===== src/rtl/rocc_shared_arbiter_if.sv =====
// Requester-side and accelerator-side RoCC command/response wiring for rocc_shared_arbiter.
// Handshake: a transfer happens on a clock edge where valid && ready; valid must hold with stable fields until then.
interface rocc_shared_arbiter_if #(
  parameter int NREQ = 2,
  parameter int XLEN = 64
);
  logic [NREQ-1:0]      req_cmd_valid;
  logic [NREQ-1:0]      req_cmd_ready;
  logic [7*NREQ-1:0]    req_cmd_funct;
  logic [5*NREQ-1:0]    req_cmd_rd;
  logic [NREQ-1:0]      req_cmd_xd;
  logic [XLEN*NREQ-1:0] req_cmd_rs1;
  logic [XLEN*NREQ-1:0] req_cmd_rs2;
  logic [NREQ-1:0]      req_resp_valid;
  logic [NREQ-1:0]      req_resp_ready;
  logic [5*NREQ-1:0]    req_resp_rd;
  logic [XLEN*NREQ-1:0] req_resp_data;
  logic [NREQ-1:0]      req_busy;
  logic                 acc_cmd_valid;
  logic                 acc_cmd_ready;
  logic [6:0]           acc_cmd_funct;
  logic [4:0]           acc_cmd_rd;
  logic                 acc_cmd_xd;
  logic [XLEN-1:0]      acc_cmd_rs1;
  logic [XLEN-1:0]      acc_cmd_rs2;
  logic                 acc_resp_valid;
  logic                 acc_resp_ready;
  logic [4:0]           acc_resp_rd;
  logic [XLEN-1:0]      acc_resp_data;
  logic                 acc_busy;

  // The arbiter itself.
  modport slave (
    input  req_cmd_valid, req_cmd_funct, req_cmd_rd, req_cmd_xd, req_cmd_rs1, req_cmd_rs2,
    output req_cmd_ready,
    output req_resp_valid, req_resp_rd, req_resp_data, req_busy,
    input  req_resp_ready,
    output acc_cmd_valid, acc_cmd_funct, acc_cmd_rd, acc_cmd_xd, acc_cmd_rs1, acc_cmd_rs2,
    input  acc_cmd_ready,
    input  acc_resp_valid, acc_resp_rd, acc_resp_data, acc_busy,
    output acc_resp_ready
  );

  // The surrounding cores and accelerator.
  modport master (
    output req_cmd_valid, req_cmd_funct, req_cmd_rd, req_cmd_xd, req_cmd_rs1, req_cmd_rs2,
    input  req_cmd_ready,
    input  req_resp_valid, req_resp_rd, req_resp_data, req_busy,
    output req_resp_ready,
    input  acc_cmd_valid, acc_cmd_funct, acc_cmd_rd, acc_cmd_xd, acc_cmd_rs1, acc_cmd_rs2,
    output acc_cmd_ready,
    output acc_resp_valid, acc_resp_rd, acc_resp_data, acc_busy,
    input  acc_resp_ready
  );
endinterface


===== src/rtl/rocc_shared_arbiter.sv =====
// Shares one RoCC accelerator between NREQ cores: round-robin command arbitration, in-order response routing.
// Optional ROCC_ARB_RESP_CHECK_EN adds a sticky resp_err flag for rd mismatches and unexpected responses.
module rocc_shared_arbiter #(
  parameter int NREQ  = 2,
  parameter int XLEN  = 64,
  parameter int DEPTH = 4
) (
  input  logic clock,
  input  logic reset,
  rocc_shared_arbiter_if.slave bus
`ifdef ROCC_ARB_RESP_CHECK_EN
  ,
  output logic resp_err
`endif
);
  localparam int IW = (NREQ > 1) ? $clog2(NREQ) : 1;
  localparam int AW = $clog2(DEPTH);
  localparam int CW = $clog2(DEPTH + 1);

  logic [IW-1:0]   ptr;
  logic [IW-1:0]   grant;
  logic            grant_valid;
  logic [NREQ-1:0] eligible;
  logic [6:0]      funct_a [NREQ];
  logic [4:0]      rd_a    [NREQ];
  logic [XLEN-1:0] rs1_a   [NREQ];
  logic [XLEN-1:0] rs2_a   [NREQ];

  logic [IW-1:0]   fifo_id [DEPTH];
  logic [4:0]      fifo_rd [DEPTH];
  logic [AW-1:0]   wr_ptr;
  logic [AW-1:0]   rd_ptr;
  logic [CW-1:0]   count;
  logic [CW-1:0]   outstanding [NREQ];
  logic            full, empty, cmd_fire, push, pop;
  logic [IW-1:0]   head_id;
  logic [4:0]      head_rd;

  assign full     = (count == CW'(DEPTH));
  assign empty    = (count == '0);
  assign eligible = bus.req_cmd_valid & (~bus.req_cmd_xd | {NREQ{~full}});
  assign head_id  = fifo_id[rd_ptr];
  assign head_rd  = fifo_rd[rd_ptr];

  always_comb begin
    for (int i = 0; i < NREQ; i++) begin
      funct_a[i] = bus.req_cmd_funct[i*7 +: 7];
      rd_a[i]    = bus.req_cmd_rd[i*5 +: 5];
      rs1_a[i]   = bus.req_cmd_rs1[i*XLEN +: XLEN];
      rs2_a[i]   = bus.req_cmd_rs2[i*XLEN +: XLEN];
    end
  end

  // First eligible requester at or after ptr, wrapping modulo NREQ.
  always_comb begin
    int idx;
    logic [IW-1:0] idx_w;
    grant_valid = 1'b0;
    grant       = '0;
    idx         = 0;
    idx_w       = '0;
    for (int k = 0; k < NREQ; k++) begin
      idx = int'(ptr) + k;
      if (idx >= NREQ) idx = idx - NREQ;
      idx_w = IW'(idx);
      if (!grant_valid && eligible[idx_w]) begin
        grant_valid = 1'b1;
        grant       = idx_w;
      end
    end
  end

  always_comb begin
    bus.acc_cmd_valid = grant_valid;
    bus.acc_cmd_funct = funct_a[grant];
    bus.acc_cmd_rd    = rd_a[grant];
    bus.acc_cmd_xd    = bus.req_cmd_xd[grant];
    bus.acc_cmd_rs1   = rs1_a[grant];
    bus.acc_cmd_rs2   = rs2_a[grant];
    bus.req_cmd_ready = '0;
    if (grant_valid) bus.req_cmd_ready[grant] = bus.acc_cmd_ready;
  end

  // An empty tracker means the response is unexpected: sink it so the accelerator never stalls.
  always_comb begin
    bus.req_resp_valid = '0;
    bus.req_resp_rd    = {NREQ{head_rd}};
    bus.req_resp_data  = {NREQ{bus.acc_resp_data}};
    bus.acc_resp_ready = 1'b1;
    if (!empty) begin
      bus.req_resp_valid[head_id] = bus.acc_resp_valid;
      bus.acc_resp_ready          = bus.req_resp_ready[head_id];
    end
  end

  always_comb begin
    for (int i = 0; i < NREQ; i++) bus.req_busy[i] = (outstanding[i] != '0) | bus.acc_busy;
  end

  assign cmd_fire = grant_valid & bus.acc_cmd_ready;
  assign push     = cmd_fire & bus.acc_cmd_xd;
  assign pop      = bus.acc_resp_valid & bus.acc_resp_ready & ~empty;

  always_ff @(posedge clock) begin
    if (push) begin
      fifo_id[wr_ptr] <= grant;
      fifo_rd[wr_ptr] <= rd_a[grant];
    end
  end

  always_ff @(posedge clock) begin
    if (reset) begin
      ptr    <= '0;
      wr_ptr <= '0;
      rd_ptr <= '0;
      count  <= '0;
      for (int i = 0; i < NREQ; i++) outstanding[i] <= '0;
    end else begin
      if (cmd_fire) ptr <= (grant == IW'(NREQ - 1)) ? '0 : grant + 1'b1;
      if (push) wr_ptr <= wr_ptr + 1'b1;
      if (pop)  rd_ptr <= rd_ptr + 1'b1;
      case ({push, pop})
        2'b10:   count <= count + 1'b1;
        2'b01:   count <= count - 1'b1;
        default: count <= count;
      endcase
      for (int i = 0; i < NREQ; i++) begin
        if ((push && grant == IW'(i)) && !(pop && head_id == IW'(i)))
          outstanding[i] <= outstanding[i] + 1'b1;
        else if (!(push && grant == IW'(i)) && (pop && head_id == IW'(i)))
          outstanding[i] <= outstanding[i] - 1'b1;
      end
    end
  end

`ifdef ROCC_ARB_RESP_CHECK_EN
  always_ff @(posedge clock) begin
    if (reset) begin
      resp_err <= 1'b0;
    end else if ((pop && bus.acc_resp_rd != head_rd) || (bus.acc_resp_valid && empty)) begin
      resp_err <= 1'b1;
    end
  end
`else
  logic unused_resp_rd;
  assign unused_resp_rd = ^bus.acc_resp_rd;
`endif
endmodule


===== src/flat_wrapper.sv =====
// flat-port wrapper written by rule: the top's interface ports become plain ports
module rocc_shared_arbiter_flat 
#(
  parameter int NREQ  = 2,
  parameter int XLEN  = 64,
  parameter int DEPTH = 4
)
  (clock, reset, bus_req_cmd_valid, bus_req_cmd_funct, bus_req_cmd_rd, bus_req_cmd_xd, bus_req_cmd_rs1, bus_req_cmd_rs2, bus_req_cmd_ready, bus_req_resp_valid, bus_req_resp_rd, bus_req_resp_data, bus_req_busy, bus_req_resp_ready, bus_acc_cmd_valid, bus_acc_cmd_funct, bus_acc_cmd_rd, bus_acc_cmd_xd, bus_acc_cmd_rs1, bus_acc_cmd_rs2, bus_acc_cmd_ready, bus_acc_resp_valid, bus_acc_resp_rd, bus_acc_resp_data, bus_acc_busy, bus_acc_resp_ready);
  rocc_shared_arbiter_if #(.NREQ(NREQ), .XLEN(XLEN)) bus_i ();
  input  logic clock;
  input  logic reset;
  input wire logic [$bits(bus_i.req_cmd_valid)-1:0] bus_req_cmd_valid;
  input wire logic [$bits(bus_i.req_cmd_funct)-1:0] bus_req_cmd_funct;
  input wire logic [$bits(bus_i.req_cmd_rd)-1:0] bus_req_cmd_rd;
  input wire logic [$bits(bus_i.req_cmd_xd)-1:0] bus_req_cmd_xd;
  input wire logic [$bits(bus_i.req_cmd_rs1)-1:0] bus_req_cmd_rs1;
  input wire logic [$bits(bus_i.req_cmd_rs2)-1:0] bus_req_cmd_rs2;
  output wire logic [$bits(bus_i.req_cmd_ready)-1:0] bus_req_cmd_ready;
  output wire logic [$bits(bus_i.req_resp_valid)-1:0] bus_req_resp_valid;
  output wire logic [$bits(bus_i.req_resp_rd)-1:0] bus_req_resp_rd;
  output wire logic [$bits(bus_i.req_resp_data)-1:0] bus_req_resp_data;
  output wire logic [$bits(bus_i.req_busy)-1:0] bus_req_busy;
  input wire logic [$bits(bus_i.req_resp_ready)-1:0] bus_req_resp_ready;
  output wire logic [$bits(bus_i.acc_cmd_valid)-1:0] bus_acc_cmd_valid;
  output wire logic [$bits(bus_i.acc_cmd_funct)-1:0] bus_acc_cmd_funct;
  output wire logic [$bits(bus_i.acc_cmd_rd)-1:0] bus_acc_cmd_rd;
  output wire logic [$bits(bus_i.acc_cmd_xd)-1:0] bus_acc_cmd_xd;
  output wire logic [$bits(bus_i.acc_cmd_rs1)-1:0] bus_acc_cmd_rs1;
  output wire logic [$bits(bus_i.acc_cmd_rs2)-1:0] bus_acc_cmd_rs2;
  input wire logic [$bits(bus_i.acc_cmd_ready)-1:0] bus_acc_cmd_ready;
  input wire logic [$bits(bus_i.acc_resp_valid)-1:0] bus_acc_resp_valid;
  input wire logic [$bits(bus_i.acc_resp_rd)-1:0] bus_acc_resp_rd;
  input wire logic [$bits(bus_i.acc_resp_data)-1:0] bus_acc_resp_data;
  input wire logic [$bits(bus_i.acc_busy)-1:0] bus_acc_busy;
  output wire logic [$bits(bus_i.acc_resp_ready)-1:0] bus_acc_resp_ready;
  assign bus_i.req_cmd_valid = bus_req_cmd_valid;
  assign bus_i.req_cmd_funct = bus_req_cmd_funct;
  assign bus_i.req_cmd_rd = bus_req_cmd_rd;
  assign bus_i.req_cmd_xd = bus_req_cmd_xd;
  assign bus_i.req_cmd_rs1 = bus_req_cmd_rs1;
  assign bus_i.req_cmd_rs2 = bus_req_cmd_rs2;
  assign bus_req_cmd_ready = bus_i.req_cmd_ready;
  assign bus_req_resp_valid = bus_i.req_resp_valid;
  assign bus_req_resp_rd = bus_i.req_resp_rd;
  assign bus_req_resp_data = bus_i.req_resp_data;
  assign bus_req_busy = bus_i.req_busy;
  assign bus_i.req_resp_ready = bus_req_resp_ready;
  assign bus_acc_cmd_valid = bus_i.acc_cmd_valid;
  assign bus_acc_cmd_funct = bus_i.acc_cmd_funct;
  assign bus_acc_cmd_rd = bus_i.acc_cmd_rd;
  assign bus_acc_cmd_xd = bus_i.acc_cmd_xd;
  assign bus_acc_cmd_rs1 = bus_i.acc_cmd_rs1;
  assign bus_acc_cmd_rs2 = bus_i.acc_cmd_rs2;
  assign bus_i.acc_cmd_ready = bus_acc_cmd_ready;
  assign bus_i.acc_resp_valid = bus_acc_resp_valid;
  assign bus_i.acc_resp_rd = bus_acc_resp_rd;
  assign bus_i.acc_resp_data = bus_acc_resp_data;
  assign bus_i.acc_busy = bus_acc_busy;
  assign bus_acc_resp_ready = bus_i.acc_resp_ready;
  rocc_shared_arbiter #(.NREQ(NREQ), .XLEN(XLEN), .DEPTH(DEPTH)) u_core (.clock(clock), .reset(reset), .bus(bus_i));
endmodule

===== config.mk =====
export PLATFORM = sky130hd
export DESIGN_NAME = rocc_shared_arbiter_flat
export DESIGN_NICKNAME = d
export VERILOG_FILES = /design/src/rtl/rocc_shared_arbiter_if.sv /design/src/rtl/rocc_shared_arbiter.sv /design/src/flat_wrapper.sv
export SDC_FILE = /design/constraint.sdc
export NUM_CORES = 1
export LEC_CHECK = 0
export BUFFER_PORTS_ARGS = -buffer_cell sky130_fd_sc_hd__buf_2
export CORE_AREA = 2 2 249 251
export CTS_CLUSTER_SIZE = 12
export DETAILED_ROUTE_END_ITERATION = 8
export DIE_AREA = 0 0 251 253
export GPL_TIMING_DRIVEN = 0
export HOLD_SLACK_MARGIN = 0.1
export SLEW_MARGIN = 15
export SYNTH_ARGS = -nofsm -noshare
export SYNTH_HDL_FRONTEND = slang
export SYNTH_SLANG_ARGS = --single-unit

===== constraint.sdc =====
create_clock -name clock -period 6.2 [get_ports clock]
set_input_delay 0.31 -clock clock [delete_from_list [all_inputs] [get_ports clock]]
set_output_delay 0.31 -clock clock [all_outputs]
set_load 0.02 [all_outputs]

; Yosys cells after proc, flatten, opt, wreduce, memory -nomap -nowiden
; Memory sizes are Yosys's and may differ from the RTL's. A register that Yosys moved wholly into a read port is not among the register bits.
; Index checks and enable logic that the tools add are counted.
[word_totals]
mem_bits_rw = 30
elab_cells = 132
inputBits = 360
n_memories = 3
reg_bits = 8
output_inout_bits = 287
[classes]
bitwise = 20
mux = 61
eq_ne = 3
n_reduce_logical = 20
n_addsub = 12
order_cmp = 9
[memory_table]
columns = memory, depth, word_bits, read_ports, rd_ports_with_merged_regs, write_ports, line
row1 = u_core.fifo_rd, 4, 5, 1, 1, 1, rocc_shared_arbiter.sv:30  ; logic [4:0] fifo_rd [DEPTH];
row2 = u_core.outstanding, 2, 3, 2, 0, 2, rocc_shared_arbiter.sv:34  ; logic [CW-1:0] outstanding [NREQ];
row3 = u_core.fifo_id, 4, 1, 1, 1, 1, rocc_shared_arbiter.sv:29  ; logic [IW-1:0] fifo_id [DEPTH];
[ops]
columns = operator, n
row1 = 64-bit two-way mux, 6
row2 = 1-bit two-way mux, 36
row3 = 7-bit two-way mux, 3
row4 = 5-bit two-way mux, 3
row5 = 2-bit two-way mux, 6
row6 = 3-bit two-way mux, 4
row7 = 1-bit logical AND, 11
row8 = 3-bit by 1-bit adder with 3-bit output (second input constant), 3
row9 = 3-bit by 1-bit subtractor with 3-bit output (second input constant), 3
row10 = 1-bit by 2-bit < comparator with 1-bit output (second input constant), 4
row11 = 2-bit AND, 3
row12 = 1-bit OR, 6
row13 = 3-bit case mux with 2 select lines, 1
row14 = 3-bit nonzero test, 2
row15 = 1-bit zero test, 5
row16 = 2-bit by 1-bit adder with 2-bit output (second input constant), 2
row17 = 1-bit AND, 4
row18 = 2-bit >= comparator (second input constant), 2
row19 = 1-bit inverter, 4
row20 = 3-bit == test (second input constant), 1
row21 = 3-bit zero test, 1
row22 = 1-bit by 1-bit adder with 2-bit output (second input constant), 1
row23 = 1-bit demux with 1-bit select, 2
row24 = 2-bit by 1-bit == test with 1-bit output (second input constant), 1
row25 = other kinds (9), 11

; Logic depth before layout (Yosys ltp)
; Gate-level depths: netlist of the first run.
[depth]
ltp_word = 21
depth_mapped = 10
ltp_nobuf = 10

; Least setup slack after synthesis of the first run
; Ideal clock, no wire load.
[synth_path]
path_kind = register to register
from = reg (tool-made name)
to = mem u_core.outstanding[0][2] in the netlist's numbering (data pin)
arrival_time_ps = 2581
period_less_slack_ps = 2733
setup_time_ps = 152
path_buffers = 1
setup_slack_ps = 3467
stages_incl_launch_ff = 9
required_ps = 6048
path_cell_list = dfxtp_1 > buf_6 > mux4_2 > nor3b_4 > nand3_1 > fa_1 > xor2_1 > or3_2 > a31oi_1
[synth_rtl]
columns = item, line
row1 = to (decl), rocc_shared_arbiter.sv:34

; Final worst setup path of the first run
[layout_path]
from = reg u_core.count[0]
to = out bus_acc_cmd_rs2[12]
[layout_between]
elab_chain_cells = 14
[layout_lines]
columns = item, line
row1 = from (decl), rocc_shared_arbiter.sv:33  ; logic [CW-1:0] count;
row2 = from (signal assigned), rocc_shared_arbiter.sv:123  ; 2'b10: count <= count + 1'b1;
row3 = from (signal assigned), rocc_shared_arbiter.sv:124  ; 2'b01: count <= count - 1'b1;
row4 = from (signal assigned), rocc_shared_arbiter.sv:125  ; default: count <= count;
row5 = 3-bit == test (*), rocc_shared_arbiter.sv:39  ; assign full = (count == CW'(DEPTH));
row6 = 1-bit inverter (*), rocc_shared_arbiter.sv:41  ; assign eligible = bus.req_cmd_valid & (~bus.req_cmd_xd | {NREQ{~full}});
row7 = 2-bit OR (*), rocc_shared_arbiter.sv:41
row8 = 2-bit AND (*), rocc_shared_arbiter.sv:41
row9 = 1-bit two-way mux (not written as such) (2 in a row), rocc_shared_arbiter.sv:66  ; if (!grant_valid && eligible[idx_w]) begin
row10 = 1-bit two-way mux, rocc_shared_arbiter.sv:66
row11 = 1-bit zero test, rocc_shared_arbiter.sv:66
row12 = 1-bit logical AND, rocc_shared_arbiter.sv:66
row13 = 1-bit two-way mux (*), rocc_shared_arbiter.sv:66
row14 = 1-bit inverter with 2-bit output (not written as such) (*), rocc_shared_arbiter.sv:79  ; bus.acc_cmd_rs2 = rs2_a[grant];
row15 = 64-bit two-way mux (not written as such) (*) (3 in a row), rocc_shared_arbiter.sv:79
row16 = to (decl), flat_wrapper.sv:29  ; output wire logic [$bits(bus_i.acc_cmd_rs2)-1:0] bus_acc_cmd_rs2;
; Mark *: on every way between the ends. The rest lies on a longest branch, timed or not. The select of a mux whose other input is x is not followed.

==> flow_summary.json, run 1 <==
{
  "path_class": "reg2out",
  "core_area_um2": 61030,
  "netlist_instances": 441,
  "clockBufferDepth": 2,
  "ff2ff_setup_slack_ns": 3.29,
  "post-dp-hpwl_mm": 28.43,
  "synth_top_flop_cell": "edfxtp_1",
  "path_max_fanout": 10,
  "synth.avg_cell_area_um2": 10.53,
  "initial_core_util_pct": 7.606,
  "skew_ns": 0.002669,
  "numPortBuffers": 576,
  "fin_area_um2": 8668,
  "cts.sinks": 40,
  "tritoncts": "built",
  "worst_slack_ns": 2.564,
  "synth.net_count": 811,
  "place_worst_setup_slack_ns": 2.680,
  "finalSetupViolations": 0,
  "area_growth_pct": 86.74,
  "drcViolationCount": 0,
  "end_kind": "output port",
  "dpl_cell_area_um2": 8521,
  "slew_violations": 0,
  "yosys.area.top_type_share_pct": 33.96,
  "die_x_um": 251,
  "cts_max_level": 2,
  "first_global_vias": 5176,
  "status": "finished clean",
  "synth-edff-count": 30,
  "grt_max_degree": 14,
  "syn_area_um2": 4642,
  "grt_overflow": 0,
  "insertion_delay_ns": 0.28,
  "drive_gt1_share_pct": 85.94,
  "nFillCells": 7008,
  "p_leak_nw": 4.270,
  "synth_top_area_cell": "mux2_2",
  "cap_violations": 0,
  "crit_end": "bus_acc_cmd_rs2[12]",
  "reg2regPathDepth": 8,
  "wire_per_inst_um": 16.87,
  "wl_mm": 30.67,
  "ys_types": 43,
  "ys_warn_count": 0,
  "peakVddDrop_v": 0.00007483,
  "antenna_found_initial": 7,
  "worstPathRequired_ns": 5.89,
  "r2r_end": "u_core.outstanding[0][2]",
  "synth_seq_cells": 40,
  "hold_slack_ns": 0.3067,
  "cts_hold_buf": 0,
  "post-route-period-util_pct": 58.65,
  "clk_pin_slew_ns": 0.06,
  "drtAntennaViolNets": 0,
  "nNetsFinal": 1394,
  "utilization_pct": 14.20,
  "fin_tns_setup_ns": 0,
  "cp-start-kind": "register",
  "grt_util_all_layers_pct": 8.859,
  "arrival_ns": 3.33,
  "fmax_mhz": 275.0,
  "hold_path.class": "in2reg",
  "synthTopCellsByArea": "mux2_2, buf_4, edfxtp_1, dfxtp_1, mux4_1",
  "layout_min_cycle_time_ns": 3.636,
  "rsz0062_at_grt": "no",
  "hold_viol": 0,
  "power.density_nw_per_um2": 146.6,
  "root_buffer": "clkbuf_16",
  "detailroute.via_count": 5431,
  "routabilityCongestion": 0.9347,
  "synth_seq_area_share_pct": 23.72,
  "num_rows": 91,
  "grt_pass1_wl_mm": 38.94,
  "cts_setup_buffers": 0,
  "slew_headroom_pct": 50.19,
  "die_h_um": 253,
  "vias_per_cell": 2.987,
  "drtIter0Drc": 130,
  "numCtsBuffers": 5,
  "io_pins": 647,
  "cts-resized-gates": 0,
  "startpoint": "u_core.count[0]",
  "async_reset_ff_share_pct": 0,
  "dr.pass1.iters": 4,
  "worst_slew_pin_slew_ns": 0.7453,
  "die-area_um2": 63500
}
sequential cells by signal (all words and copies together), names as in the netlist, named ones only:
signal,count
u_core.wr_ptr,2
u_core.outstanding,6
u_core.fifo_rd,20
u_core.fifo_id,4
u_core.count,3
u_core.ptr,1
u_core.rd_ptr,2
worst max-delay path: stages (launching register included):
cell and delay (ns):
dfxtp_1 0.45, nor3b_2 0.11, a21oi_1 0.31, a21boi_4 0.69, buf_2 0.55, buf_4 0.28
mux2_2 0.39, buf_2 0.23
cell families (layout without fill, tap and decap cells):
group	after synthesis	after routing	synth area share, %
XOR/XNOR	9	9	1.698
multiplexers	147	147	37.49
AO/OA/AOI/OAI	24	24	3.585
adder cells (fa/ha/maj)	10	10	3.019
flip-flops	40	40	23.72
buffers and inverters	163	746	24.88
AND/OR/NAND/NOR	48	48	5.607
other	0	4	0
cells in the final DEF, fill, tap and decap left out, drive strengths merged, types with 2 or more instances in the layout:
master,netlist,layout
a21boi,3,3
buf,149,725
nor3,2,2
ha,8,8
mux2,140,140
inv,12,12
diode,0,4
and2,5,5
xnor2,4,4
a31oi,2,2
nor4,2,2
nand2,12,12
nand3,5,5
o21ai,4,4
nor3b,3,3
mux4,6,6
o31ai,2,2
fa,2,2
a21oi,7,7
xor2,5,5
dfxtp,10,10
clkbuf,2,7
nor2,12,12
edfxtp,30,30
or3,2,2
synthesized netlist by cell type, types with 2 or more instances:
master    number
mux2_2       140
o21ai_0        4
fa_1           2
nor4_1         2
buf_4        140
buf_2          8
edfxtp_1      30
nor2_1        12
ha_1           8
inv_1         12
nand3_1        5
nor3_1         2
a21boi_2       2
a31oi_1        2
xor2_1         5
clkbuf_1       2
xnor2_1        4
nand2_1       12
a21oi_1        7
dfxtp_1       10
o31ai_1        2
mux4_1         5
and2_1         5
final cells by class:
cell class	instances	area, um^2	share of cell area (%)
clock inverter	2	12.51	0.1443
buffer	151	1110	12.80
antenna	4	10.01	0.1155
timing repair buffer	576	2883	33.26
multi-input combinational	238	2394	27.61
tap	790	988.4	11.40
clock buffer	5	125.1	1.443
sequential	40	1101	12.70
inverter	12	45.04	0.5196
metal layers:
metal / global-route usage, % / routed length, um / vias up
met3: 4.986 / 4299 / 23
li1: - / - / 2589
met5: 0 / 34 / -
met2: 15.19 / 14640 / 328
met4: 2.568 / 762 / 4
met1: 9.245 / 10940 / 2487
power by group:
part           internal, mW  switching [mW]
sequential            0.301         0.00772
combinational         0.314           0.408
clock                 0.146          0.0951
total                 0.761           0.510
how the worst min path moves through the flow:
stage | from | endpoint | slack, ns | depth (start not counted)
2_1_floorplan | bus_acc_cmd_ready | u_core.ptr | 0.43 | 1
3_3_place_gp | u_core.wr_ptr[0] | u_core.wr_ptr[0] | 0.49 | 2
3_5_place_dp | u_core.wr_ptr[1] | u_core.wr_ptr[1] | 0.50 | 2
4_1_cts | bus_acc_cmd_ready | u_core.ptr | 0.30 | 2
5_1_grt | bus_acc_cmd_ready | u_core.ptr | 0.33 | 2
6_report | bus_acc_cmd_ready | u_core.ptr | 0.31 | 2
through the flow:
stage               instances  total power [mW]
floorplan                 441            0.7324
global placement         1807             1.050
detailed placement       1807             1.052
CTS                      1814             1.298
global route             1816             1.343
finish                   1818             1.271
Note: power is estimated with default switching activity, not from simulation.
==> inputs of run 2 (changes only) <==
CORE_AREA = 2 2 253 255   (was 2 2 249 251)
DIE_AREA = 0 0 255 257   (was 0 0 251 253)
clock period = 3.2 ns   (was 6.2 ns; I/O delays follow)
==> flow_summary.json, run 2 (synthesis results as in run 1) <==
{
  "peakVddDrop_v": 0.0002049,
  "grt_overflow": 0,
  "fmax_mhz": 334.9,
  "p_total_mw": 2.608,
  "die_x_um": 255,
  "grt_util_all_layers_pct": 9.000,
  "cts.sinks": 40,
  "io_pins": 647,
  "post-dp-hpwl_mm": 29.49,
  "crit_chain": "nor3b_4 > nand2_1 > a21boi_4 > buf_12 > buf_4 > clkbuf_4 > mux2_2 > buf_2",
  "nFillCells": 7138,
  "drcViolationCount": 0,
  "p_leak_nw": 4.302,
  "nNetsFinal": 1397,
  "reg_top3": "u_core.fifo_rd: 20 flops, u_core.outstanding: 6 flops, u_core.fifo_id: 4 flops",
  "grt_pass1_wl_mm": 40.70,
  "wl_mm": 31.74,
  "top_register": "u_core.fifo_rd",
  "tritoncts": "built",
  "clockBufferDepth": 2,
  "hold_viol": 0,
  "layout_min_cycle_time_ns": 2.986,
  "detailroute.via_count": 5355,
  "drtIter0Drc": 148,
  "clk_pin_slew_ns": 0.06,
  "routabilityCongestion": 0.9409,
  "largest_reg_flops": 20,
  "worstPathRequired_ns": 3.04,
  "grt_max_degree": 15,
  "path_class": "reg2out",
  "cap_violations": 0,
  "antenna_found_initial": 3,
  "status": "finished clean",
  "slew_violations": 0,
  "end_kind": "output port",
  "root_buffer": "clkbuf_16",
  "place_worst_setup_slack_ns": -0.5004,
  "worst_slack_ns": 0.2136,
  "cpMaxStageDelayCell": "dfxtp_1",
  "finalSetupViolations": 0,
  "cts_max_level": 2,
  "drive_gt1_share_pct": 85.99,
  "die_h_um": 257,
  "slew_headroom_pct": 55.58,
  "rsz0062_at_grt": "no",
  "core_area_um2": 62740,
  "insertion_delay_ns": 0.29,
  "final_cell_mix": "buf_2, buf_4, mux2_2",
  "mostFrequentLayoutCell": "buf_2",
  "cp-start-kind": "register",
  "numPortBuffers": 576,
  "area_growth_pct": 89.81,
  "fin_cells": 1875,
  "die-area_um2": 65540,
  "fin_tns_setup_ns": 0,
  "dr.pass1.iters": 4,
  "first_global_vias": 5501,
  "seqCellArea_um2": 1101,
  "slowest_delay_ns": 0.42,
  "num_rows": 92,
  "power.density_nw_per_um2": 295.9,
  "placed_cells": 1863,
  "multi_input_area_um2": 2400,
  "utilization_pct": 14.04,
  "vias_per_cell": 2.856,
  "worst_slew_pin_slew_ns": 0.6607,
  "hold_path.class": "in2reg",
  "startpoint": "u_core.count[2]",
  "drtAntennaViolNets": 0,
  "min_from": "bus_acc_cmd_ready",
  "numCtsBuffers": 5,
  "skew_ns": 0.008066,
  "path_max_fanout": 10,
  "cts_hold_buf": 0,
  "wire_per_inst_um": 16.93,
  "arrival_ns": 2.83,
  "initial_core_util_pct": 7.399,
  "post-route-period-util_pct": 93.32
}
run 2: cell count changes in the layout (fill, tap and decap cells not counted), sizes merged:
cell / before / now
buf: 725 / 727
clkinv: 1 / 0
bufinv: 0 / 1
diode: 4 / 1
inv: 12 / 13
clkbuf: 7 / 8
run 2: routing by layer:
metal	vias up	wire, um	global-route usage (%)	share of wire (%)
met5	-	13	0	0.041
met4	2	406	1.300	1.3
met1	2422	9317	7.744	29
met2	316	17530	18.22	55
li1	2594	-	-	-
met3	21	4468	4.714	14
run 2: worst max-delay path, delay by kind of cell, from the launching register on:
| family | cells | cell delay [ns] |
|---|---|---|
| flops | 1 | 0.42 |
| mux | 1 | 0.36 |
| simple gates | 2 | 0.56 |
| buf+inv | 4 | 0.97 |
| compound gates | 1 | 0.20 |
run 2: stage by stage:
stage                     hold slack (ns)  area, um^2
after floorplan                    0.2765        4642
after global placement             0.4917        8583
after detailed placement           0.4973        8583
after CTS                          0.2266        8800
after global routing               0.2392        8811
final                              0.2083        8811
run 2: final timing paths:
kind	endpoint	slack (ns)	depth (start not counted)
hold reg to reg	u_core.wr_ptr[1]	0.50	2
hold / removal	u_core.ptr	0.21	2
setup / recovery	bus_acc_cmd_rs2[26]	0.21	8
setup reg to reg	u_core.outstanding[0][2]	0.27	8
run 2: timing repair:
action,4_1_cts,5_1_grt
endpoints found under the setup margin,144,68
buffers inserted,3,0
resized for setup,2,2
pin swaps,1,0
run 2: area by class of cell:
class | count | area share, %
Multi-Input combinational cell | 238 | 27.24
Clock buffer | 5 | 1.420
Tap cell | 846 | 12.01
Antenna cell | 1 | 0.02840
Sequential cell | 40 | 12.50
Timing Repair Buffer | 579 | 33.12
Clock inverter | 3 | 0.5254
Buffer | 151 | 12.65
Inverter | 12 | 0.5112
run 2: power by group:
group | internal, mW | switching, mW
combinational | 0.616 | 0.818
clock | 0.370 | 0.205
sequential | 0.583 | 0.0162
